**config.mk**
```make
export PLATFORM = sky130hd
export DESIGN_NAME = univ_shift_reg
export DESIGN_NICKNAME = d
export VERILOG_FILES = /design/src/rtl/shift_pkg.sv /design/src/rtl/shift_bit_cell.sv /design/src/rtl/univ_shift_reg.sv
export SDC_FILE = /design/constraint.sdc
export NUM_CORES = 1
export LEC_CHECK = 0
export BUFFER_PORTS_ARGS = -buffer_cell sky130_fd_sc_hd__buf_2
export CAP_MARGIN = 20
export CORE_MARGIN = 4
export CORE_UTILIZATION = 40
export CTS_CLUSTER_SIZE = 10
export DETAILED_ROUTE_END_ITERATION = 10
export PLACE_DENSITY = 0.65
export REMOVE_ABC_BUFFERS = 1
export SYNTH_ARGS = -nofsm -noshare
export SYNTH_HDL_FRONTEND = slang
export SYNTH_SLANG_ARGS = --single-unit
```
**constraint.sdc**
```tcl
create_clock -name clk -period 3.49 [get_ports clk]
set_input_delay 0 -clock clk [delete_from_list [all_inputs] [get_ports clk]]
set_output_delay 0 -clock clk [all_outputs]
set_load 0.02 [all_outputs]
```
**src/rtl/shift_pkg.sv**
```systemverilog
// Shared encodings for the universal shift register: shift modes, FSM states
// and the per-bit next-value select used by shift_bit_cell.
package shift_pkg;

    typedef enum logic [1:0] {
        MODE_LSR = 2'b00,
        MODE_LSL = 2'b01,
        MODE_ASR = 2'b10,
        MODE_ROR = 2'b11
    } mode_e;

    typedef enum logic {
        ST_IDLE  = 1'b0,
        ST_SHIFT = 1'b1
    } state_e;

    // LEFT means "take the bit from the MSB-side neighbour" (right shifts),
    // RIGHT means "take the bit from the LSB-side neighbour" (left shift).
    typedef enum logic [1:0] {
        SEL_HOLD  = 2'b00,
        SEL_LOAD  = 2'b01,
        SEL_LEFT  = 2'b10,
        SEL_RIGHT = 2'b11
    } cell_sel_e;

endpackage

```
**src/rtl/shift_bit_cell.sv**
```systemverilog
// One storage bit of the universal shift register: 4:1 next-value mux
// (hold / load / left neighbour / right neighbour) feeding a flop with
// synchronous clear.
module shift_bit_cell
    import shift_pkg::*;
(
    input  logic      clk,
    input  logic      clr,
    input  cell_sel_e sel,
    input  logic      ld_bit,
    input  logic      left_bit,
    input  logic      right_bit,
    output logic      q
);

    logic q_q;
    logic q_d;

    // Next-value selection for this bit.
    always_comb begin
        q_d = q_q;
        case (sel)
            SEL_HOLD:  q_d = q_q;
            SEL_LOAD:  q_d = ld_bit;
            SEL_LEFT:  q_d = left_bit;
            SEL_RIGHT: q_d = right_bit;
            default:   q_d = q_q;
        endcase
    end

    // Storage flop with synchronous clear.
    always_ff @(posedge clk) begin
        if (clr) q_q <= 1'b0;
        else     q_q <= q_d;
    end

    assign q = q_q;

endmodule

```
**src/rtl/univ_shift_reg.sv**
```systemverilog
// Universal shift register: parallel load plus a self-timed shift of 'amt'
// positions, one per cycle, in LSR/LSL/ASR/ROR mode with busy/done handshake.
// Optional feature macro: SHIFT_OVF_EN enables the sticky shifted-out-one
// flag on ovf; without it ovf is tied to 0.
module univ_shift_reg
    import shift_pkg::*;
#(
    parameter int N  = 16,
    parameter int CW = 5
) (
    input  logic          clk,
    input  logic          clr,
    input  logic          ld,
    input  logic [N-1:0]  din,
    input  logic          start,
    input  logic [1:0]    mode,
    input  logic [CW-1:0] amt,
    input  logic          shen,
    input  logic          sin,
    output logic [N-1:0]  dout,
    output logic          sout,
    output logic          busy,
    output logic          done,
    output logic          ovf
);

    state_e        state_q, state_d;
    mode_e         mode_q, mode_d;
    logic [CW-1:0] cnt_q, cnt_d;
    logic          sout_q, sout_d;
    logic          done_q, done_d;

    cell_sel_e     sel;
    logic          accept;
    logic          shifting;
    logic          out_bit;
    logic          fill_msb;
    logic          fill_lsb;
    logic [N-1:0]  dout_w;
    logic [N-1:0]  left_in;
    logic [N-1:0]  right_in;

    // Datapath control: cell select, end-cell fill bits and the bit leaving the word.
    always_comb begin
        accept   = (state_q == ST_IDLE) && start && !ld;
        shifting = (state_q == ST_SHIFT) && shen;
        out_bit  = (mode_q == MODE_LSL) ? dout_w[N-1] : dout_w[0];
        fill_lsb = sin;
        case (mode_q)
            MODE_ASR: fill_msb = dout_w[N-1];
            MODE_ROR: fill_msb = dout_w[0];
            default:  fill_msb = sin;
        endcase
        sel = SEL_HOLD;
        if ((state_q == ST_IDLE) && ld) begin
            sel = SEL_LOAD;
        end else if (shifting) begin
            sel = (mode_q == MODE_LSL) ? SEL_RIGHT : SEL_LEFT;
        end
    end

    assign left_in  = {fill_msb, dout_w[N-1:1]};
    assign right_in = {dout_w[N-2:0], fill_lsb};

    generate
        for (genvar gi = 0; gi < N; gi++) begin : g_cell
            shift_bit_cell u_cell (
                .clk       (clk),
                .clr       (clr),
                .sel       (sel),
                .ld_bit    (din[gi]),
                .left_bit  (left_in[gi]),
                .right_bit (right_in[gi]),
                .q         (dout_w[gi])
            );
        end
    endgenerate

    // FSM next state, down-counter, sout capture and done pulse.
    always_comb begin
        state_d = state_q;
        mode_d  = mode_q;
        cnt_d   = cnt_q;
        sout_d  = sout_q;
        done_d  = 1'b0;
        case (state_q)
            ST_IDLE: begin
                if (accept) begin
                    mode_d = mode_e'(mode);
                    cnt_d  = (amt > CW'(N)) ? CW'(N) : amt;
                    if (amt == '0) done_d  = 1'b1;
                    else           state_d = ST_SHIFT;
                end
            end
            ST_SHIFT: begin
                if (shen) begin
                    cnt_d  = cnt_q - CW'(1);
                    sout_d = out_bit;
                    if (cnt_q == CW'(1)) begin
                        state_d = ST_IDLE;
                        done_d  = 1'b1;
                    end
                end
            end
            default: state_d = ST_IDLE;
        endcase
    end

    // Control state registers with synchronous clear.
    always_ff @(posedge clk) begin
        if (clr) begin
            state_q <= ST_IDLE;
            mode_q  <= MODE_LSR;
            cnt_q   <= '0;
            sout_q  <= 1'b0;
            done_q  <= 1'b0;
        end else begin
            state_q <= state_d;
            mode_q  <= mode_d;
            cnt_q   <= cnt_d;
            sout_q  <= sout_d;
            done_q  <= done_d;
        end
    end

`ifdef SHIFT_OVF_EN
    logic ovf_q, ovf_d;

    // Sticky flag: cleared by an accepted start, set when a 1 leaves the word (not in ROR).
    always_comb begin
        ovf_d = ovf_q;
        if (accept) begin
            ovf_d = 1'b0;
        end else if (shifting && (mode_q != MODE_ROR) && out_bit) begin
            ovf_d = 1'b1;
        end
    end

    // Overflow flag register.
    always_ff @(posedge clk) begin
        if (clr) ovf_q <= 1'b0;
        else     ovf_q <= ovf_d;
    end

    assign ovf = ovf_q;
`else
    assign ovf = 1'b0;
`endif

    assign dout = dout_w;
    assign sout = sout_q;
    assign busy = (state_q == ST_SHIFT);
    assign done = done_q;

endmodule
```
==> run summary, run 1 <==
## Outcome
- **result of the run** finished with violations
- **violated checks** hold timing

## Synthesis
- **cells taking the most area after synthesis** dfxtp_1 34%, buf_4 8.3%, mux2_2 5.9%, nand2_1 5.9%, a211oi_1 4.4%
- **most used flip-flop cell after synthesis** dfxtp_1
- **cell area after technology mapping** 1531 um2
- **register bit total from synthesis** 26
- **synth warn** 0
- **async set or reset register ratio after synthesis** 0
- **Syn Inst Count** 187
- **Post-Synthesis Mean Instance Area** 8.190 um2
- **fraction of the yosys area taken by sequential cells** 0.3399
- **Unique masters post-synth** 34
- **proportion of netlist area held by the largest area contributor** 0.3399
- **area leader, netlist** dfxtp_1
- **Post-synth EDFFs** 0

## Global routing
- **number of global-route vias before repair** 1364
- **largest net degree at the start of global routing** 27
- **GR Overflow Total** 0
- **initial antenna violation count** 0
- **wire length of the first global-routing pass** 6.306 mm
- **aggregate global-route resource usage** 0.1569

## Power
- **Leakage** 0.7679 nW
- **Peak supply drop** 0.2139 mV
- **Power Density** 417.2 nW/um2

## Flow run
- **max-cap viol count** 0

## Setup path
- **slack of the worst reg-to-reg path** 1340 ps
- **start-to-end type of the worst setup path** reg -> reg
- **startpoint kind of the worst setup timing path** flop
- **maximum fanout encountered on the critical timing path** 20
- **cells on worst reg2reg path** 4
- **Required @ worst endpoint** 3690 ps
- **launch instance of the worst register-to-register path** busy$_SDFF_PP0_
- **worst reg2reg path endpoint** cnt_q[0]$_SDFFE_PP0P_
- **worst endpoint data arrival time** 2350 ps
- **Worst Setup EP** cnt_q[0]$_SDFFE_PP0P_
- **first element of the critical path** busy$_SDFF_PP0_
- **endpoint kind of the worst setup timing path** flop

## Routing
- **post-detailed-route wirelength per cell** 13.57 um
- **final WL** 3.624 mm
- **DRC violations left** 0
- **Pre-Repair DR Iteration Count** 4
- **DRT antenna net count** 0
- **number of violations reported at the end of detailed-routing iteration 0** 77
- **via count** 1390
- **post-detailed-route via-to-cell ratio** 5.206

## Clock tree
- **Post-CTS Setup Repair Bufs** 0
- **CTS tree** yes
- **clock tree sinks** 26
- **total CTS buffers** 3
- **post-cts gate resize count** 0
- **post-cts hold buffer count** 9
- **CTS Buffer Depth** 2
- **clock input transition at the sequential cells of the worst setup and hold paths** 100 ps
- **CTS Root Buffer Type** clkbuf_8
- **clock insertion delay at the later pin of the skew report** 280 ps
- **H-tree Lvls** 1

## Cells and area
- **proportion of layout cells with a drive suffix above 1** 0.2877
- **Layout area overhead** 18.63%
- **count of filler cells inserted in the layout** 383
- **total area of multi-input combinational cells** 809.5 um2
- **n_diodes** 0
- **area of all placed cells without fillers** 1817 um2
- **flip-flop and latch area** 520.5 um2
- **NumNets Final** 251
- **highest-count cells in the layout ignoring fill and taps** 47 x buf_2, 26 x dfxtp_1, 24 x nand2_1
- **most common cell after layout, fill and taps aside** buf_2

## Timing
- **setup total negative slack** 0 ps
- **Final Critical Period** 2146 ps
- **worst rel slew slack** 0.4877
- **setup repair after global routing missed its margin** false
- **final cycle utilization of the critical path** 0.6150
- **max-slew violations** 0
- **hold violation total from the final report** 1
- **transition time of the tightest slew-check pin** 768.4 ps
- **Final setup viols** 0
- **Max Freq** 465.9 MHz
- **hold slack final** -0.1137 ps
- **clock skew** 9.898 ps

## Floorplan
- **area of the core** 3689 um2
- **die height** 69.88 um
- **number of top-level design ports** 49
- **num rows** 22
- **horizontal die dimension** 69.88 um
- **Die Footprint** 4883 um2
- **starting utilization of the core area** 0.4152

## Placed design
- **count of input and output buffers** 47
- **GPL Wtd Cong** 0.7726
- **estimated wirelength of the detail-placed design** 2.493 mm
- **placed standard-cell area** 1655 um2

## Worst hold path
- **path category of the worst min-delay check** in -> reg

state kept, by name, summed over array words and instances (netlist names):
name / flops
g_cell.u_cell.q: 16
done: 1
mode_q: 2
sout: 1
busy: 1
cnt_q: 5
synthesized netlist by cell type (all sizes together) (3+ instances only):
master and number:
mux2i 4, mux2 8, a22oi 8, nor3 5
nand2 24, dfxtp 26, a31oi 3, buf 22
a21oi 13, nor2 14, o21ai 4, a211oi 9
clkbuf 7, nor2b 8, a311oi 6, inv 6
kinds of logic (layout without fill, tap and decap cells):
logic type / after synthesis / after routing / synth area share
simple gates: 61 / 61 / 0.2002
compound gates: 49 / 49 / 0.2190
buf+inv: 35 / 67 / 0.1315
flops: 26 / 26 / 0.3399
mux: 12 / 12 / 0.08497
fa+ha+maj: 2 / 2 / 0.01634
other cells: 1 / 1 / 0.002449
xor+xnor: 1 / 1 / 0.005720
per-layer routing:
layer / track usage / vias to the layer above / part of all wire
met4: 0.05745 / 0 / 0.013
met2: 0.2592 / 30 / 0.49
met5: 0 / - / 0
met1: 0.2083 / 647 / 0.46
met3: 0.02014 / 4 / 0.037
li1: - / 709 / -
stage by stage:
stage / utilization / total power [W] / worst slack, ps / cells / hold WS (ps)
2_1_floorplan: - / 0.0004404 / 1535 / 158 / 69.07
3_3_place_gp: 0.4488 / 0.0004986 / 1423 / 254 / 235.7
3_5_place_dp: 0.4488 / 0.0004998 / 1384 / 254 / 241.6
4_1_cts: 0.4925 / 0.0007637 / 1345 / 267 / 0.4652
5_1_grt: 0.4925 / 0.0007997 / 1146 / 267 / 16.94
6_report: 0.4925 / 0.0007579 / 1344 / 267 / -0.1137
where the power goes:
group / leakage, nW / switching (W) / internal, W
sequential: 0.214 / 0.0000229 / 0.000318
combinational: 0.518 / 0.0000883 / 0.0000717
clock: 0.0357 / 0.000103 / 0.000154
total: 0.768 / 0.000214 / 0.000544
area by class of cell:
cell class | count | share of cell area
multi-input combinational | 126 | 0.4456
sequential | 26 | 0.2865
timing repair buffer | 57 | 0.1832
tap | 48 | 0.03306
clock buffer | 3 | 0.02273
clock inverter | 1 | 0.01653
inverter | 6 | 0.01240
worst max-delay path, cell delays in order, from the launching register on:
cell	delay [ps]
dfxtp_1	630
and2_1	630
nor2_2	150
or4b_1	490
a31oi_1	170
worst min-delay path by stage:
stage,from,to,slack [ps],cells after the start
2_1_floorplan,clr,cnt_q[4]$_SDFFE_PP0P_,70,1
3_3_place_gp,mode[1],mode_q[1]$_SDFFE_PP0P_,240,3
3_5_place_dp,mode[1],mode_q[1]$_SDFFE_PP0P_,240,3
4_1_cts,din[9],g_cell[9].u_cell.q$_SDFFE_PP0P_,0.5,3
5_1_grt,din[9],g_cell[9].u_cell.q$_SDFFE_PP0P_,20,3
6_report,din[9],g_cell[9].u_cell.q$_SDFFE_PP0P_,-0.1,3
Power figures use the tool's default switching activity.
==> run 2, diff against run 1 <==
==> constraint.sdc (replaced) <==
create_clock -name clk -period 2.2 [get_ports clk]
set_input_delay 0 -clock clk [delete_from_list [all_inputs] [get_ports clk]]
set_output_delay 0 -clock clk [all_outputs]
set_load 0.02 [all_outputs]
==> run 2 against run 1 <==
The run now ends clean. Clock skew is 0.67 ps higher. Utilization is 0.068 points higher. Global-route usage is 1.5 points lower. Critical path type unchanged. Largest power group unchanged.
==> run summary, run 2 (synthesis results as in run 1) <==
## Routing
- **Met2 Wirelength** 1.732 mm, -2.8%
- **routed wire length on met3** 156 um, +16%
- **final WL** 3.501 mm, -3.4%
- **DR top layer** met4
- **DRC violations left** 0, unchanged
- **post-detailed-route wirelength per cell** 13.06 um, -3.8%
- **Pre-Repair DR Iteration Count** 4, unchanged
- **number of violations reported at the end of detailed-routing iteration 0** 60, -22%
- **via count** 1396, +0.43%
- **routed length on met1** 1.559 mm, -6.1%
- **DRT antenna net count** 0, unchanged
- **post-detailed-route via-to-cell ratio** 5.209, about the same

## Worst hold path
- **path category of the worst min-delay check** in -> reg

## Floorplan
- **area of the core** 3689 um2, unchanged
- **horizontal die dimension** 69.88 um, unchanged
- **number of top-level design ports** 49, unchanged
- **starting utilization of the core area** 0.4152, unchanged
- **die height** 69.88 um, unchanged
- **num rows** 22, unchanged
- **Die Footprint** 4883 um2, unchanged

## Power
- **Peak supply drop** 0.3135 mV, +47%
- **Leakage** 0.7754 nW, +0.98%
- **Power Density** 654.8 nW/um2, +57%
- **Power, Total** 0.001191 W, +57%

## Placed design
- **GPL Wtd Cong** 0.8244, +6.7%
- **estimated wirelength of the detail-placed design** 2.496 mm, about the same
- **count of input and output buffers** 47, unchanged
- **pre-CTS setup slack** 606.1 ps, -777.8 ps

## Clock tree
- **clock insertion delay at the later pin of the skew report** 270 ps, about the same
- **CTS tree** yes
- **H-tree Lvls** 1, unchanged
- **total CTS buffers** 3, unchanged
- **Post-CTS Setup Repair Bufs** 0, unchanged
- **CTS Root Buffer Type** clkbuf_8
- **CTS Buffer Depth** 2, unchanged
- **clock tree sinks** 26, unchanged
- **clock input transition at the sequential cells of the worst setup and hold paths** 100 ps, about the same

## Setup path
- **launch instance of the worst register-to-register path** busy$_SDFF_PP0_
- **worst endpoint data arrival time** 1800 ps, -550 ps
- **endpoint kind of the worst setup timing path** flop
- **slack of the worst reg-to-reg path** 610 ps, -730 ps
- **maximum fanout encountered on the critical timing path** 8, -60%
- **worst reg2reg path endpoint** cnt_q[0]$_SDFFE_PP0P_
- **cells on worst reg2reg path** 4, unchanged
- **Required @ worst endpoint** 2410 ps, -1280 ps
- **startpoint kind of the worst setup timing path** flop
- **start-to-end type of the worst setup path** reg -> reg
- **Worst Setup EP** cnt_q[0]$_SDFFE_PP0P_
- **first element of the critical path** busy$_SDFF_PP0_

## Outcome
- **result of the run** complete, no violations

## Cells and area
- **Largest register FFs** 16, unchanged
- **total area of multi-input combinational cells** 809.5 um2, unchanged
- **NumNets Final** 252, +0.40%
- **core utilization of the finished layout** 0.4932, +0.0006790
- **flip-flop and latch area** 520.5 um2, unchanged
- **Layout area overhead** 18.79%
- **count of filler cells inserted in the layout** 368, -3.9%
- **n_diodes** 0, unchanged
- **most common cell after layout, fill and taps aside** buf_2
- **highest-count cells in the layout ignoring fill and taps** 47 x buf_2, 26 x dfxtp_1, 24 x nand2_1
- **proportion of layout cells with a drive suffix above 1** 0.3000, +0.01233

## Global routing
- **GR Overflow Total** 0, unchanged
- **number of global-route vias before repair** 1312, -3.8%
- **aggregate global-route resource usage** 0.1421, -0.01477
- **wire length of the first global-routing pass** 5.809 mm, -7.9%
- **largest net degree at the start of global routing** 27, unchanged
- **initial antenna violation count** 0, unchanged

## Timing
- **setup repair after global routing missed its margin** false
- **Max Freq** 628.9 MHz, +35%
- **setup total negative slack** 0 ps, unchanged
- **hold violation total from the final report** 0, -1
- **final cycle utilization of the critical path** 0.7228, +0.1078
- **max-slew violations** 0, unchanged
- **Final Critical Period** 1590 ps, -556.2 ps
- **clock skew** 10.57 ps, +0.6713 ps
- **post-layout worst setup margin** 609.8 ps, -733.8 ps
- **Final setup viols** 0, unchanged
- **transition time of the tightest slew-check pin** 570.9 ps, -197.5 ps
- **worst rel slew slack** 0.6180, +0.1303

## Flow run
- **max-cap viol count** 0, unchanged

-- run 2: layer usage --
metal | vias up | global-route usage
met5 | - | 0
met4 | 0 | 0.04255
met3 | 6 | 0.03022
met2 | 40 | 0.2445
met1 | 640 | 0.1772
li1 | 710 | -
-- run 2: worst min-delay path by stage --
stage,start,to,slack (ps),cells past startpoint
2_1_floorplan,clr,cnt_q[4]$_SDFFE_PP0P_,70,1
3_3_place_gp,mode[1],mode_q[1]$_SDFFE_PP0P_,240,3
3_5_place_dp,mode[0],mode_q[0]$_SDFFE_PP0P_,250,3
4_1_cts,din[6],g_cell[6].u_cell.q$_SDFFE_PP0P_,0.8,3
5_1_grt,din[5],g_cell[5].u_cell.q$_SDFFE_PP0P_,10,3
6_report,din[6],g_cell[6].u_cell.q$_SDFFE_PP0P_,1,3
-- run 2: critical path, stage by stage, from the launching register on --
cell	delay (ps)
dfxtp_1	380
nor3b_4	380
nor2_2	110
or4b_1	490
a31oi_1	160
-- run 2: report_power, final --
part           switching (W)  leakage [nW]  internal (W)
logic               0.000143         0.526      0.000115
clock network       0.000152        0.0357      0.000244
registers          0.0000328         0.214      0.000505
total               0.000328         0.775      0.000863
-- run 2: repair_timing --
item / CTS / global route
hold endpoints to repair: 7 / 0
gates resized for setup: 0 / 0
hold buffers: 7 / 0
-- run 2: cell type report --
class | count | area share
Inverter | 6 | 0.01238
Timing Repair Buffer | 58 | 0.1843
Multi-Input combinational cell | 126 | 0.4450
Tap cell | 48 | 0.03301
Clock buffer | 3 | 0.02270
Clock inverter | 1 | 0.01651
Sequential cell | 26 | 0.2861
-- run 2: stage by stage --
stage	std cells	hold slack (ps)	area [um2]
floorplan	158	69.07	1353
global placement	257	242.6	1678
detailed placement	257	251.0	1678
CTS	268	0.7862	1819
global route	268	14.63	1819
finish	268	1.296	1819
==> run 3, diff against run 2 <==
==> constraint.sdc (replaced) <==
create_clock -name clk -period 1.6 [get_ports clk]
set_input_delay 0 -clock clk [delete_from_list [all_inputs] [get_ports clk]]
set_output_delay 0 -clock clk [all_outputs]
set_load 0.02 [all_outputs]
==> run 3 against run 2 <==
Sequential cell count unchanged. Clock power up 6.6%. Wire length up 0.31%. Worst hold slack better by 12 ps. Via count about the same. Critical path type unchanged. Largest power group unchanged. Highest routed layer unchanged.
==> run summary, run 3 (synthesis results as in run 1) <==
## Outcome
- **result of the run** complete, no violations

## Clock tree
- **clock input transition at the sequential cells of the worst setup and hold paths** 90 ps, about the same
- **clock tree sinks** 26, unchanged
- **CTS tree** yes
- **CTS Root Buffer Type** clkbuf_8
- **CTS Buffer Depth** 2, unchanged
- **H-tree Lvls** 1, unchanged
- **Post-CTS Setup Repair Bufs** 0, unchanged
- **total CTS buffers** 3, unchanged
- **clock insertion delay at the later pin of the skew report** 270 ps, about the same

## Setup path
- **first element of the critical path** busy$_SDFF_PP0_
- **Required @ worst endpoint** 1800 ps, -610 ps
- **start-to-end type of the worst setup path** reg -> reg
- **slack of the worst reg-to-reg path** 140 ps, -470 ps
- **endpoint kind of the worst setup timing path** flop
- **maximum fanout encountered on the critical timing path** 8, unchanged
- **startpoint kind of the worst setup timing path** flop
- **launch instance of the worst register-to-register path** busy$_SDFF_PP0_
- **worst endpoint data arrival time** 1650 ps, -150 ps
- **worst reg2reg path endpoint** cnt_q[0]$_SDFFE_PP0P_
- **Worst Setup EP** cnt_q[0]$_SDFFE_PP0P_
- **cells on worst reg2reg path** 4, unchanged

## Timing
- **Final Critical Period** 1458 ps, -132.3 ps
- **Final setup viols** 0, unchanged
- **setup repair after global routing missed its margin** false
- **clock skew** 5.493 ps, -5.076 ps
- **Max Freq** 685.9 MHz, +9.1%
- **final cycle utilization of the critical path** 0.9112, +0.1883
- **post-layout worst setup margin** 142.1 ps, -467.7 ps
- **hold violation total from the final report** 0, unchanged
- **hold slack final** 13.28 ps, +11.99 ps
- **max-slew violations** 0, unchanged

## Floorplan
- **die height** 69.88 um, unchanged
- **starting utilization of the core area** 0.4152, unchanged
- **num rows** 22, unchanged
- **Die Footprint** 4883 um2, unchanged
- **number of top-level design ports** 49, unchanged
- **area of the core** 3689 um2, unchanged
- **horizontal die dimension** 69.88 um, unchanged

## Cells and area
- **total area of multi-input combinational cells** 813.3 um2, +0.46%
- **Largest register FFs** 16, unchanged
- **n_diodes** 0, unchanged
- **final standard cell count with taps included and fillers excluded** 271, +1.1%
- **highest-count cells in the layout ignoring fill and taps** 47 x buf_2, 26 x dfxtp_1, 24 x nand2_1
- **Layout area overhead** 20.26%
- **proportion of layout cells with a drive suffix above 1** 0.3184, +0.01839
- **count of filler cells inserted in the layout** 360, -2.2%
- **flip-flop and latch area** 520.5 um2, unchanged
- **most common cell after layout, fill and taps aside** buf_2
- **NumNets Final** 255, +1.2%

## Global routing
- **largest net degree at the start of global routing** 27, unchanged
- **number of global-route vias before repair** 1318, +0.46%
- **GR Overflow Total** 0, unchanged
- **wire length of the first global-routing pass** 5.885 mm, +1.3%
- **initial antenna violation count** 0, unchanged
- **aggregate global-route resource usage** 0.1448, +0.002693

## Routing
- **via count** 1397, +0.072%
- **post-detailed-route via-to-cell ratio** 5.155, -1.0%
- **Pre-Repair DR Iteration Count** 4, unchanged
- **final WL** 3.512 mm, +0.31%
- **post-detailed-route wirelength per cell** 12.96 um, -0.80%
- **DRT antenna net count** 0, unchanged
- **DRC violations left** 0, unchanged
- **number of violations reported at the end of detailed-routing iteration 0** 65, +8.3%

## Power
- **Power, Total** 0.001527 W, +28%
- **Peak supply drop** 0.4467 mV, +42%
- **Power Density** 829.3 nW/um2, +27%
- **Leakage** 0.7882 nW, +1.7%

## Placed design
- **count of input and output buffers** 47, unchanged
- **estimated wirelength of the detail-placed design** 2.567 mm, +2.9%
- **pre-CTS setup slack** 75.02 ps, -531.1 ps
- **number of placed instances with taps included** 260, +1.2%
- **GPL Wtd Cong** 0.8882, +7.7%

## Flow run
- **max-cap viol count** 0, unchanged

## Worst hold path
- **path category of the worst min-delay check** in -> reg
- **hold path start** din[9]

-- run 3: where the power goes --
| group | switching, W | internal, W | total [W] |
|---|---|---|---|
| sequential | 0.0000445 | 0.000694 | 0.000738 |
| clock | 0.000201 | 0.000220 | 0.000421 |
| combinational | 0.000201 | 0.000167 | 0.000368 |
-- run 3: through the flow --
step	cell area, um2	util	TNS, ps
after floorplan	1353	-	-2001
after global placement	1713	0.4644	0
after detailed placement	1713	0.4644	0
after CTS	1838	0.4983	0
after global routing	1842	0.4993	0
final	1842	0.4993	0
-- run 3: worst max-delay path, cell delays in order (launching register included) --
cell     delay [ps]
dfxtp_1         410
and2_2          270
nor2_2           90
or4b_1          460
a31oi_1         160
-- run 3: worst min path at each step --
stage / end / slack, ps / cells past startpoint
floorplan: cnt_q[4]$_SDFFE_PP0P_ / 70 / 1
global placement: mode_q[0]$_SDFFE_PP0P_ / 240 / 3
detailed placement: mode_q[1]$_SDFFE_PP0P_ / 250 / 3
CTS: g_cell[8].u_cell.q$_SDFFE_PP0P_ / 10 / 3
global route: g_cell[7].u_cell.q$_SDFFE_PP0P_ / 20 / 3
finish: g_cell[9].u_cell.q$_SDFFE_PP0P_ / 10 / 3
-- run 3: area by class of cell --
type,instances,area share
Clock buffer,4,0.02989
Inverter,6,0.01223
Sequential cell,26,0.2826
Tap cell,48,0.03261
Multi-Input combinational cell,126,0.4416
Timing Repair Buffer,61,0.2011
-- run 3: metal layers --
metal  track usage  vias up  part of all wire
met5             0        -                 0
met4       0.04468        0            0.0077
met3       0.02302        2             0.042
met2        0.2508       28              0.49
met1        0.1834      650              0.46
li1              -      717                 -
-- run 3: what timing repair did --
item	in CTS	in global routing
resized for setup	0	2
hold buffers	7	0
setup endpoints to repair	0	7
hold endpoints to repair	7	0
